File: src/rtl/riscv_pkg.sv
// Shared types for the RISC-V writeback stage: writeback source select,
// load funct3 codes and the writeback FSM states.
package riscv_pkg;

    typedef enum logic [1:0] {
        WbAlu  = 2'b00,
        WbMem  = 2'b01,
        WbPc4  = 2'b10,
        WbRsvd = 2'b11
    } wb_sel_e;

    localparam logic [2:0] F3Lb  = 3'b000;
    localparam logic [2:0] F3Lh  = 3'b001;
    localparam logic [2:0] F3Lw  = 3'b010;
    localparam logic [2:0] F3Lbu = 3'b100;
    localparam logic [2:0] F3Lhu = 3'b101;

    typedef enum logic [1:0] {
        StIdle,
        StWaitMem,
        StCommit
    } wb_state_e;

    // Link address for JAL/JALR; wraps modulo 2^32.
    function automatic logic [31:0] pc_plus4(input logic [31:0] pc);
        return pc + 32'd4;
    endfunction

endpackage

File: src/rtl/riscv_wb_stage_if.sv
// MEM->WB handshake, load response and regfile write-port bundle.
interface riscv_wb_stage_if;

    logic        valid_i;
    logic        ready_o;
    logic [4:0]  rd_i;
    logic        RegWEn_i;
    logic [1:0]  WBSel_i;
    logic [31:0] alu_i;
    logic [31:0] pc_i;
    logic [2:0]  funct3_i;
    logic [1:0]  addr_lsb_i;
    logic        mem_rvalid_i;
    logic [31:0] mem_rdata_i;
    logic [4:0]  AddrD_o;
    logic [31:0] DataD_o;
    logic        RegWEn_o;
    logic        pending_o;
    logic [4:0]  pending_rd_o;

    modport slave (
        input  valid_i, rd_i, RegWEn_i, WBSel_i, alu_i, pc_i, funct3_i, addr_lsb_i,
               mem_rvalid_i, mem_rdata_i,
        output ready_o, AddrD_o, DataD_o, RegWEn_o, pending_o, pending_rd_o
    );

    modport master (
        output valid_i, rd_i, RegWEn_i, WBSel_i, alu_i, pc_i, funct3_i, addr_lsb_i,
               mem_rvalid_i, mem_rdata_i,
        input  ready_o, AddrD_o, DataD_o, RegWEn_o, pending_o, pending_rd_o
    );

endinterface

File: src/rtl/riscv_load_align.sv
// Combinational load alignment: picks the addressed byte/half of the raw
// word and sign- or zero-extends it according to funct3.
module riscv_load_align
    import riscv_pkg::*;
(
    input  logic [31:0] i_rdata,
    input  logic [2:0]  i_funct3,
    input  logic [1:0]  i_addr_lsb,
    output logic [31:0] o_data
);

    logic [7:0]  w_byte;
    logic [15:0] w_half;

    always_comb begin
        w_byte = i_rdata[7:0];
        case (i_addr_lsb)
            2'd0:    w_byte = i_rdata[7:0];
            2'd1:    w_byte = i_rdata[15:8];
            2'd2:    w_byte = i_rdata[23:16];
            default: w_byte = i_rdata[31:24];
        endcase
    end

    assign w_half = i_addr_lsb[1] ? i_rdata[31:16] : i_rdata[15:0];

    // LW and unused codes pass the word through untouched.
    always_comb begin
        o_data = i_rdata;
        case (i_funct3)
            F3Lb:    o_data = {{24{w_byte[7]}}, w_byte};
            F3Lbu:   o_data = {24'd0, w_byte};
            F3Lh:    o_data = {{16{w_half[15]}}, w_half};
            F3Lhu:   o_data = {16'd0, w_half};
            default: o_data = i_rdata;
        endcase
    end

endmodule

File: src/rtl/riscv_wb_stage.sv
// Writeback stage: accepts one instruction at a time from MEM, waits for load
// data when needed and drives a single-cycle regfile write in COMMIT.
module riscv_wb_stage
    import riscv_pkg::*;
(
    input  logic             clk_i,
    input  logic             rst_ni,
    riscv_wb_stage_if.slave  wb
);

    wb_state_e   r_state;
    logic [4:0]  r_rd;
    logic        r_wen;
    logic [2:0]  r_funct3;
    logic [1:0]  r_lsb;
    logic [4:0]  r_addr;
    logic [31:0] r_data;
    logic        r_regwen;
    logic        r_pending;
    logic [4:0]  r_pending_rd;

    logic        w_ready;
    logic        w_accept;
    logic        w_is_load;
    logic [31:0] w_exec_data;
    logic [31:0] w_load_data;

    assign w_ready   = rst_ni && (r_state != StWaitMem);
    assign w_accept  = wb.valid_i && w_ready;
    assign w_is_load = (wb.WBSel_i == WbMem);

    // WbRsvd falls through to the ALU result.
    always_comb begin
        w_exec_data = wb.alu_i;
        if (wb.WBSel_i == WbPc4) begin
            w_exec_data = pc_plus4(wb.pc_i);
        end
    end

    riscv_load_align u_load_align (
        .i_rdata    (wb.mem_rdata_i),
        .i_funct3   (r_funct3),
        .i_addr_lsb (r_lsb),
        .o_data     (w_load_data)
    );

    always_ff @(posedge clk_i) begin
        if (!rst_ni) begin
            r_state      <= StIdle;
            r_rd         <= 5'd0;
            r_wen        <= 1'b0;
            r_funct3     <= 3'd0;
            r_lsb        <= 2'd0;
            r_addr       <= 5'd0;
            r_data       <= 32'd0;
            r_regwen     <= 1'b0;
            r_pending    <= 1'b0;
            r_pending_rd <= 5'd0;
        end else begin
            r_regwen <= 1'b0;
            case (r_state)
                StIdle, StCommit: begin
                    if (w_accept && w_is_load) begin
                        r_state      <= StWaitMem;
                        r_rd         <= wb.rd_i;
                        r_wen        <= wb.RegWEn_i;
                        r_funct3     <= wb.funct3_i;
                        r_lsb        <= wb.addr_lsb_i;
                        r_pending    <= 1'b1;
                        r_pending_rd <= wb.RegWEn_i ? wb.rd_i : 5'd0;
                    end else if (w_accept) begin
                        r_state  <= StCommit;
                        r_addr   <= wb.rd_i;
                        r_data   <= w_exec_data;
                        r_regwen <= wb.RegWEn_i && (wb.rd_i != 5'd0);
                    end else begin
                        r_state <= StIdle;
                    end
                end
                StWaitMem: begin
                    if (wb.mem_rvalid_i) begin
                        r_state      <= StCommit;
                        r_addr       <= r_rd;
                        r_data       <= w_load_data;
                        r_regwen     <= r_wen && (r_rd != 5'd0);
                        r_pending    <= 1'b0;
                        r_pending_rd <= 5'd0;
                    end
                end
                default: r_state <= StIdle;
            endcase
        end
    end

    assign wb.ready_o      = w_ready;
    assign wb.AddrD_o      = r_addr;
    assign wb.DataD_o      = r_data;
    assign wb.RegWEn_o     = r_regwen;
    assign wb.pending_o    = r_pending;
    assign wb.pending_rd_o = r_pending_rd;

endmodule

File: src/flat_wrapper.sv
// flat-port wrapper written by rule: the top's interface ports become plain ports
module riscv_wb_stage_flat import riscv_pkg::*;
  (clk_i, rst_ni, wb_valid_i, wb_rd_i, wb_RegWEn_i, wb_WBSel_i, wb_alu_i, wb_pc_i, wb_funct3_i, wb_addr_lsb_i, wb_mem_rvalid_i, wb_mem_rdata_i, wb_ready_o, wb_AddrD_o, wb_DataD_o, wb_RegWEn_o, wb_pending_o, wb_pending_rd_o);
  riscv_wb_stage_if wb_i ();
  input  logic clk_i;
  input  logic rst_ni;
  input wire logic [$bits(wb_i.valid_i)-1:0] wb_valid_i;
  input wire logic [$bits(wb_i.rd_i)-1:0] wb_rd_i;
  input wire logic [$bits(wb_i.RegWEn_i)-1:0] wb_RegWEn_i;
  input wire logic [$bits(wb_i.WBSel_i)-1:0] wb_WBSel_i;
  input wire logic [$bits(wb_i.alu_i)-1:0] wb_alu_i;
  input wire logic [$bits(wb_i.pc_i)-1:0] wb_pc_i;
  input wire logic [$bits(wb_i.funct3_i)-1:0] wb_funct3_i;
  input wire logic [$bits(wb_i.addr_lsb_i)-1:0] wb_addr_lsb_i;
  input wire logic [$bits(wb_i.mem_rvalid_i)-1:0] wb_mem_rvalid_i;
  input wire logic [$bits(wb_i.mem_rdata_i)-1:0] wb_mem_rdata_i;
  output wire logic [$bits(wb_i.ready_o)-1:0] wb_ready_o;
  output wire logic [$bits(wb_i.AddrD_o)-1:0] wb_AddrD_o;
  output wire logic [$bits(wb_i.DataD_o)-1:0] wb_DataD_o;
  output wire logic [$bits(wb_i.RegWEn_o)-1:0] wb_RegWEn_o;
  output wire logic [$bits(wb_i.pending_o)-1:0] wb_pending_o;
  output wire logic [$bits(wb_i.pending_rd_o)-1:0] wb_pending_rd_o;
  assign wb_i.valid_i = wb_valid_i;
  assign wb_i.rd_i = wb_rd_i;
  assign wb_i.RegWEn_i = wb_RegWEn_i;
  assign wb_i.WBSel_i = wb_WBSel_i;
  assign wb_i.alu_i = wb_alu_i;
  assign wb_i.pc_i = wb_pc_i;
  assign wb_i.funct3_i = wb_funct3_i;
  assign wb_i.addr_lsb_i = wb_addr_lsb_i;
  assign wb_i.mem_rvalid_i = wb_mem_rvalid_i;
  assign wb_i.mem_rdata_i = wb_mem_rdata_i;
  assign wb_ready_o = wb_i.ready_o;
  assign wb_AddrD_o = wb_i.AddrD_o;
  assign wb_DataD_o = wb_i.DataD_o;
  assign wb_RegWEn_o = wb_i.RegWEn_o;
  assign wb_pending_o = wb_i.pending_o;
  assign wb_pending_rd_o = wb_i.pending_rd_o;
  riscv_wb_stage u_core (.clk_i(clk_i), .rst_ni(rst_ni), .wb(wb_i));
endmodule
File: config.mk
export PLATFORM = sky130hd
export DESIGN_NAME = riscv_wb_stage_flat
export DESIGN_NICKNAME = d
export VERILOG_FILES = /design/src/rtl/riscv_pkg.sv /design/src/rtl/riscv_wb_stage_if.sv /design/src/rtl/riscv_load_align.sv /design/src/rtl/riscv_wb_stage.sv /design/src/flat_wrapper.sv
export SDC_FILE = /design/constraint.sdc
export NUM_CORES = 1
export LEC_CHECK = 0
export ABC_CLOCK_PERIOD_IN_PS = 4310
export CAP_MARGIN = 20
export CORE_ASPECT_RATIO = 1.75
export CORE_MARGIN = 2
export CORE_UTILIZATION = 49
export CTS_CLUSTER_SIZE = 10
export DETAILED_ROUTE_END_ITERATION = 16
export GPL_TIMING_DRIVEN = 0
export HOLD_SLACK_MARGIN = 0.12
export PLACE_DENSITY_LB_ADDON = 0.1
export SYNTH_ARGS = -nofsm -noshare
export SYNTH_HDL_FRONTEND = slang
export SYNTH_HIERARCHICAL = 1
export SYNTH_SLANG_ARGS = --single-unit
File: constraint.sdc
create_clock -name clk_i -period 4.31 [get_ports clk_i]
set_input_delay 0.862 -clock clk_i [delete_from_list [all_inputs] [get_ports clk_i]]
set_output_delay 0.862 -clock clk_i [all_outputs]
set_load 0.005 [all_outputs]
Yosys cells after proc, flatten, opt, wreduce, memory -nomap -nowiden
Cells that the tools add are included.

Bits of input ports: 113. Bits in registers: 57. Output and inout port bits: 45.

Muxes and demuxes: 27. Reduce and logical (&&, ||, !) cells: 15. Eq/ne operators: 14. Add/subtract/negate cells: 1.

Operators with widths (number): 2-to-1 mux 32 bit (4); case mux 32 bit (4 select lines) (1); case mux 32 bit (2 select lines) (1); adder 32 x 3 -> 32 bit (second input constant) (1); 2-to-1 mux 5 bit (6); case mux 8 bit (3 select lines) (1); case mux 5 bit (2 select lines) (2); 2-to-1 mux 16 bit (1); nonzero test 5 bit (2); == test 2 x 1 -> 1 bit (second input constant) (3); == test 2 bit (second input constant) (3); == test 3 bit (second input constant) (2); 2-to-1 mux 2 bit (3); != test 2 x 1 -> 1 bit (second input constant) (3); logical AND 1 bit (5); 2-to-1 mux 1 bit (5); zero test 2 bit (2); != test 2 bit (second input constant) (2); case mux 1 bit (2 select lines) (2); case mux 2 bit (2 select lines) (1); AND reduction 4 bit (1); == test 3 x 1 -> 1 bit (second input constant) (1); zero test 3 bit (1); AND reduction 3 bit (1); 3 further kinds (3).

Longest topological paths before layout
Gate-level depths: netlist of run 1.

Word-level depth: 6. Depth in mapped cells: 9. Mapped depth without buffers: 7.

Modules after synthesis
Netlist of run 1, hierarchy kept.

By module, submodules not included: riscv_wb_stage (cells an instance 425, area an instance 3243.1 um2, times used 1); riscv_load_align (cells an instance 133, area an instance 969.7 um2, times used 1).

Worst setup path after synthesis of run 1
No wires, ideal clock.

Path kind: input port to flip-flop. Start: in wb_pc_i[2]. End: reg u_core.r_data[30] (netlist: u_core/wb.DataD_o[30]). Path slack: 1623 ps. Arrival time: 2600 ps. Cell stages on the path: 7. Path buffers: 1. Cell sequence: ha_1 -> nand3_1 -> or4_4 -> buf_6 -> or3_4 -> o21a_1 -> o31ai_1.

Cells in the longest elaborated chain, start to end: 5.

RTL lines: start, declared (RTL line flat_wrapper.sv:12) `input wire logic [$bits(wb_i.pc_i)-1:0] wb_pc_i;`; adder 32 x 3 -> 32 bit (RTL line riscv_pkg.sv:26) `return pc + 32'd4;`; 2-to-1 mux 32 bit (RTL line riscv_wb_stage.sv:35) `if (wb.WBSel_i == WbPc4) begin`; 2-to-1 mux 32 bit (RTL line riscv_wb_stage.sv:71) `end else if (w_accept) begin`; 2-to-1 mux 32 bit (RTL line riscv_wb_stage.sv:63) `if (w_accept && w_is_load) begin`; case mux 32 bit (2 select lines) (RTL line riscv_wb_stage.sv:61) `case (r_state)`; end signal, assigned (RTL line riscv_wb_stage.sv:74) `r_data <= w_exec_data;`; end signal, assigned (RTL line riscv_wb_stage.sv:84) `r_data <= w_load_data;`; end, declared (RTL line riscv_wb_stage.sv:17) `logic [31:0] r_data;`.

Every way passes these cells. The select of a mux whose other input is x is not followed. A chain may end at the register's enable or synchronous reset.

Worst setup path in the final report of run 1
Ends and elaborated chain as after synthesis.

==> impl_metrics.env, run 1 <==
export IMPL_pwr_share_clk_pct=45.9
export IMPL_cp_arrival_ns=3.39
export IMPL_io_buffers=157
export IMPL_cts_made_buffers=9
export IMPL_final_layout_size_suffix_gt1_share_pct=6.284
export IMPL_cts_tree="yes"
export IMPL_grt_pass1_vias=5200
export IMPL_die_area_um2=9384
export IMPL_synthCells=558
export IMPL_hold_path_class="register to register"
export IMPL_die_x_um=74.09
export IMPL_tightest_slew_ns=0.7203
export IMPL_grt_remaining_overflow=0
export IMPL_seqPwrFrac_pct=30.8
export IMPL_synth_cell_types=59
export IMPL_dr_pass1_iters=6
export IMPL_initial_core_util_pct=50.68
export IMPL_fillCellCount=632
export IMPL_p_switching_w=0.0005104
export IMPL_num_rows=44
export IMPL_routed_wl_mm=17.53
export IMPL_syn_num_nets=672
export IMPL_cts_root_buffer="clkbuf_16"
export IMPL_netlist_area_um2=4213
export IMPL_worstSetupStartpointType="primary input"
export IMPL_hold_buffers=0
export IMPL_top_layer_used="met4"
export IMPL_rsz0062_at_grt="false"
export IMPL_pwr_density_cell_nw_per_um2=296.5
export IMPL_antenna_left=0
export IMPL_worst_slack_ns=1.174
export IMPL_fmax_mhz=318.8
export IMPL_yosysWarnings=6
export IMPL_p_sw_share_pct=27.39
export IMPL_max_slew_margin_pct=50.60
export IMPL_power_leakage_nw=2.223
export IMPL_ys_seq_area_share_pct=27.09
export IMPL_cts_resized=0
export IMPL_gp_congestion=0.9438
export IMPL_vias_per_cell=6.391
export IMPL_grt_usage_pct=36.86
export IMPL_antenna_found_initial=0
export IMPL_tns_ns=0
export IMPL_postCtsSetupRepairBufs=0
export IMPL_fin_crit_sh_pct=72.77
export IMPL_postSynthAreaPerCell_um2=7.550
export IMPL_finalClockSkew_ns=0.007735
export IMPL_intPower_w=0.001353
export IMPL_synth_ff_type="dfxtp_1"
export IMPL_drcViolationCount=0
export IMPL_dp_hpwl_mm=13.58
export IMPL_clk_pin_slew_ns=0.06
export IMPL_grt_max_degree=13
export IMPL_async_flop_share_pct=0
export IMPL_utilization_pct=75.62
export IMPL_grt_pass1_wl_mm=26.31
export IMPL_wl_per_cell_um=20.70
export IMPL_cap_violations=0
export IMPL_layout_nets=841
export IMPL_layout_min_cycle_time_ns=3.136
export IMPL_diodes=0
export IMPL_r2r_slack_ns=1.58
export IMPL_peakVddDrop_uv=175.4
export IMPL_yosys_register_bits=57
export IMPL_slew_viol_final=0
export IMPL_dp_cells=830
export IMPL_io_pins=158
export IMPL_clock_sinks=57
export IMPL_h_tree_depth=3
export IMPL_post_place_ws_ns=0.8715
export IMPL_drtIter0Drc=569
export IMPL_met1_length_mm=6.059
export IMPL_path_class="primary input to register"
export IMPL_path_max_fanout=10
export IMPL_coreArea_um2=8313
export IMPL_routed_wl_met2_mm=8.964
export IMPL_synth_edff_count=0
export IMPL_worstSetupEndpointType="register"
export IMPL_final_cell_mix="clkdlybuf4s50_1 (157), nor2_1 (70), nand2_1 (57), dfxtp_1 (57), a21oi_1 (56)"
export IMPL_clockBufferDepth=2
export IMPL_setup_viol=0
export IMPL_combPwrFrac_pct=23.3
export IMPL_num_vias=5413
export IMPL_fp_dieH_um=126.7
export IMPL_report_final_hold_viol_count=0
export IMPL_layoutNonFillerInstCount=847
export IMPL_critPathRequiredTime_ns=4.56
export IMPL_status="finished, final reports clean"
export IMPL_met3_length_mm=1.486
export IMPL_final_common_cell="clkdlybuf4s50_1"
export IMPL_clock_latency_ns=0.33
export IMPL_area_delta_synth_final_pct=49.21
final timing paths:
path | from | cells after the start | end
worst max-delay path | wb_pc_i[2] | 8 | u_core/wb.DataD_o[30]
worst min-delay path | u_core/wb.DataD_o[3] | 2 | u_core/wb.DataD_o[3]
worst max register to register | u_core/r_state[0] | 7 | u_core/wb.DataD_o[0]
worst min register to register | u_core/wb.DataD_o[3] | 2 | u_core/wb.DataD_o[3]
power groups by stage:
stage	Combinational, W	Sequential [W]	Clock (W)
after floorplan	0.000179	0.000584	0
after global placement	0.000415	0.000584	0
after detailed placement	0.000422	0.000585	0
after CTS	0.000425	0.000574	0.000857
after global routing	0.000460	0.000577	0.000881
final	0.000434	0.000575	0.000855
final cells by class:
type,instances,area (um2),area share [%]
clock buffers,9,225.2,3.583
repair buffers,158,1577,25.08
multi-input cells,440,2779,44.21
inverters,17,63.81,1.015
clock inverters,7,127.6,2.030
plain buffers,44,229.0,3.643
well taps,115,143.9,2.289
flip-flops and latches,57,1141,18.15
layer usage:
layer | track usage [%] | vias up
met3 | 6.434 | 94
met1 | 39.66 | 2493
li1 | - | 2432
met4 | 22.03 | 0
met5 | 0 | -
met2 | 64.60 | 394
kinds of logic after synthesis:
logic type / after synthesis / synth area share (%)
flip-flops: 57 / 27.09
AND/OR/NAND/NOR: 214 / 24.32
XOR/XNOR: 16 / 3.326
AO/OA/AOI/OAI: 185 / 29.37
multiplexers: 24 / 8.643
adder cells (fa/ha/maj): 1 / 0.2970
buffers and inverters: 61 / 6.950
synth_stat cells, types with 2 or more instances:
cell / instances / area (um2)
buf_2: 6 / 30.03
or4_1: 3 / 22.52
nor2b_1: 13 / 81.33
o221a_2: 2 / 22.52
o22ai_1: 18 / 112.6
xor2_1: 6 / 52.55
o221ai_1: 6 / 52.55
nand4_1: 11 / 68.82
o311a_1: 2 / 20.02
mux2_4: 2 / 30.03
a31oi_1: 7 / 43.79
nand2b_1: 4 / 25.02
o211ai_1: 13 / 97.59
mux2i_1: 15 / 150.1
and4_1: 2 / 17.52
nand3_1: 19 / 95.09
nand2_1: 57 / 214.0
nor3_1: 12 / 60.06
or3_1: 6 / 37.54
o21ai_0: 33 / 165.2
dfxtp_1: 57 / 1141
nor4_1: 3 / 18.77
o21a_1: 5 / 37.54
clkbuf_1: 26 / 97.59
xnor2_1: 10 / 87.58
nor2_1: 70 / 262.8
mux4_1: 7 / 183.9
a21oi_1: 56 / 280.3
o221ai_2: 4 / 60.06
a21o_1: 3 / 22.52
a311oi_1: 14 / 122.6
inv_1: 15 / 56.30
buf_1: 4 / 15.01
a221oi_1: 8 / 70.07
buf_6: 7 / 78.83
a211oi_1: 4 / 30.03
and3_1: 3 / 18.77
nand3b_1: 4 / 30.03
flip-flops by register name (all words and copies together) (netlist names):
name                    flops
u_core/r_state              2
u_core/r_lsb                2
u_core/wb.RegWEn_o          1
u_core/r_rd                 5
u_core/wb.DataD_o          32
u_core/r_wen                1
u_core/r_funct3             3
u_core/wb.AddrD_o           5
u_core/wb.pending_o         1
u_core/wb.pending_rd_o      5
worst max-delay path: stages:
cell and delay (ns):
clkdlybuf4s50_1 0.57, ha_1 0.21, nand3_1 0.24, or4_4 0.55, buf_6 0.16, or3_4 0.39, o21a_1 0.18, o31ai_1 0.22
through the flow:
step,total power [W],hold slack [ns],cell area [um2]
5_1_grt,0.001918,0.4783,6286
3_3_place_gp,0.0009988,0.4433,5928
4_1_cts,0.001856,0.4551,6281
3_5_place_dp,0.001007,0.4475,5928
6_report,0.001864,0.4548,6286
2_1_floorplan,0.0007634,0.4483,4213
Note: power is estimated with default switching activity, not from simulation.
==> inputs of run 2 (changes only) <==
ABC_CLOCK_PERIOD_IN_PS = 2900   (was 4310)
CORE_UTILIZATION = 45   (was 49)
clock period = 2.9 ns   (was 4.31 ns; I/O delays follow)
==> run 2 against run 1 <==
Total power up 49%. Non-clock buffer count down 1. Sequential power up 48%. Core utilization down 6.3 points. Count of clock-buffer cells in the layout unchanged. Sequential share of layout area about the same. Register-to-register slack worse by 1.2 ns.
==> impl_metrics.env, run 2 (same netlist as run 1, synthesis figures left out) <==
export IMPL_status="finished, final reports clean"
export IMPL_clock_latency_ns=0.33
export IMPL_die_area_um2=10180
export IMPL_routed_wl_met2_mm=9.436
export IMPL_path_class="register to output port"
export IMPL_cts_root_buffer="clkbuf_16"
export IMPL_rsz0062_at_grt="false"
export IMPL_hold_buffers=0
export IMPL_num_vias=5260
export IMPL_reg2regPathDepth=7
export IMPL_initial_core_util_pct=46.33
export IMPL_pwr_share_clk_pct=46.0
export IMPL_cts_tree="yes"
export IMPL_setup_viol=0
export IMPL_routed_wl_mm=17.66
export IMPL_grt_pass1_vias=5308
export IMPL_clock_sinks=57
export IMPL_coreArea_um2=9094
export IMPL_r2r_start="u_core/r_state[0]"
export IMPL_drcViolationCount=0
export IMPL_pwr_density_cell_nw_per_um2=440.5
export IMPL_combPwrFrac_pct=23.3
export IMPL_peakVddDrop_uv=289.1
export IMPL_tns_ns=0
export IMPL_p_switching_w=0.0007632
export IMPL_hold_path_startpoint="u_core/wb.DataD_o[1]"
export IMPL_r2r_end="u_core/wb.DataD_o[30]"
export IMPL_utilization_pct=69.28
export IMPL_area_delta_synth_final_pct=49.54
export IMPL_finalClockSkew_ns=0.008665
export IMPL_final_layout_size_suffix_gt1_share_pct=6.703
export IMPL_tightest_slew_ns=1.086
export IMPL_slew_viol_final=0
export IMPL_clk_pin_slew_ns=0.06
export IMPL_fmax_mhz=363.9
export IMPL_post_layout_total_power_w=0.002775
export IMPL_top_layer_used="met4"
export IMPL_hold_path_depth=2
export IMPL_worstSetupEndpointType="output port"
export IMPL_final_common_cell="clkdlybuf4s50_1"
export IMPL_vias_per_cell=6.181
export IMPL_diodes=0
export IMPL_layout_nets=840
export IMPL_io_buffers=157
export IMPL_clockBufferDepth=2
export IMPL_grt_remaining_overflow=0
export IMPL_met1_length_mm=6.187
export IMPL_fp_dieH_um=132.0
export IMPL_drtIter0Drc=411
export IMPL_antenna_found_initial=0
export IMPL_cp_arrival_ns=2.17
export IMPL_max_slew_margin_pct=26.94
export IMPL_placedInstanceArea_um2=5934
export IMPL_path_max_fanout=10
export IMPL_dr_pass1_iters=7
export IMPL_largest_reg_flops=32
export IMPL_critPathRequiredTime_ns=2.32
export IMPL_intPower_w=0.002012
export IMPL_die_x_um=77.14
export IMPL_met3_length_mm=1.124
export IMPL_report_final_hold_viol_count=0
export IMPL_grt_usage_pct=33.89
export IMPL_antenna_left=0
export IMPL_cts_made_buffers=9
export IMPL_grt_max_degree=13
export IMPL_hold_path_class="register to register"
export IMPL_p_sw_share_pct=27.50
export IMPL_dp_hpwl_mm=13.72
export IMPL_io_pins=158
export IMPL_whs_ns=0.4519
export IMPL_fin_crit_sh_pct=94.76
export IMPL_layout_min_cycle_time_ns=2.748
export IMPL_r2r_slack_ns=0.36
export IMPL_cap_violations=0
export IMPL_gp_congestion=0.9697
export IMPL_fin_area_um2=6300
export IMPL_final_cell_mix="clkdlybuf4s50_1 (156), nor2_1 (70), nand2_1 (57), dfxtp_1 (57), a21oi_1 (56)"
export IMPL_power_leakage_nw=2.232
export IMPL_wl_per_cell_um=20.75
export IMPL_seqPwrFrac_pct=30.7
export IMPL_grt_pass1_wl_mm=26.97
export IMPL_worstSetupStartpointType="register"
export IMPL_num_rows=46
export IMPL_h_tree_depth=3
export IMPL_holdPathEnd="u_core/wb.DataD_o[1]"
==> run 2: changes by cell type in the layout (fill, tap and decap cells not counted), sizes merged <==
| cell | previous run | this run |
|---|---|---|
| clkdlybuf4s50 | 157 | 156 |
| buf | 19 | 17 |
| clkbuf | 35 | 36 |
| dlymetal6s2s | 0 | 1 |
==> run 2: area by class of cell <==
class	instances	area [um2]
clock inverters	7	127.6
multi-input cells	440	2786
plain buffers	44	231.5
flip-flops and latches	57	1141
fillers	816	2794
inverters	17	63.81
well taps	120	150.1
repair buffers	157	1574
clock buffers	9	225.2
==> run 2: routing by layer <==
metal	up-vias	GRT usage, %
li1	2419	-
met1	2468	34.82
met2	310	62.17
met3	63	6.370
met4	0	20.24
met5	-	0
==> run 2: timing repair <==
| action | in CTS | in global routing |
|---|---|---|
| resized for setup | 0 | 6 |
| buffers inserted | 0 | 0 |
| setup endpoints to repair | 0 | 11 |
==> run 2: worst max-delay path by stage <==
stage | from | endpoint | slack [ns] | cells past startpoint
after floorplan | wb_pc_i[2] | u_core/wb.DataD_o[30] | 0.49 | 7
after global placement | wb_pc_i[2] | u_core/wb.DataD_o[30] | -0.26 | 8
after detailed placement | wb_pc_i[2] | u_core/wb.DataD_o[30] | -0.33 | 8
after CTS | wb_pc_i[2] | u_core/wb.DataD_o[30] | 0.01 | 8
after global routing | u_core/r_state[0] | wb_ready_o | 0.01 | 6
final | u_core/r_state[0] | wb_ready_o | 0.15 | 6
==> run 2: critical path, cell delays in order, from the launching register on <==
cell,delay [ns]
dfxtp_1,0.30
clkbuf_1,0.18
nand2b_1,0.21
clkbuf_1,0.41
nand2_1,0.12
inv_1,0.10
clkdlybuf4s50_1,0.51
==> run 2: metrics by stage <==
step / worst slack, ns / std cells
2_1_floorplan: 0.4946 / 558
3_3_place_gp: -0.2633 / 835
3_5_place_dp: -0.3325 / 835
4_1_cts: 0.01025 / 851
5_1_grt: 0.01004 / 851
6_report: 0.1518 / 851
==> run 2: power groups by stage <==
stage / Clock [W] / Combinational (W) / Sequential [W]
floorplan: 0 / 0.000266 / 0.000868
global placement: 0 / 0.000621 / 0.000868
detailed placement: 0 / 0.000629 / 0.000869
CTS: 0.00128 / 0.000635 / 0.000853
global route: 0.00132 / 0.000686 / 0.000857
finish: 0.00128 / 0.000646 / 0.000853
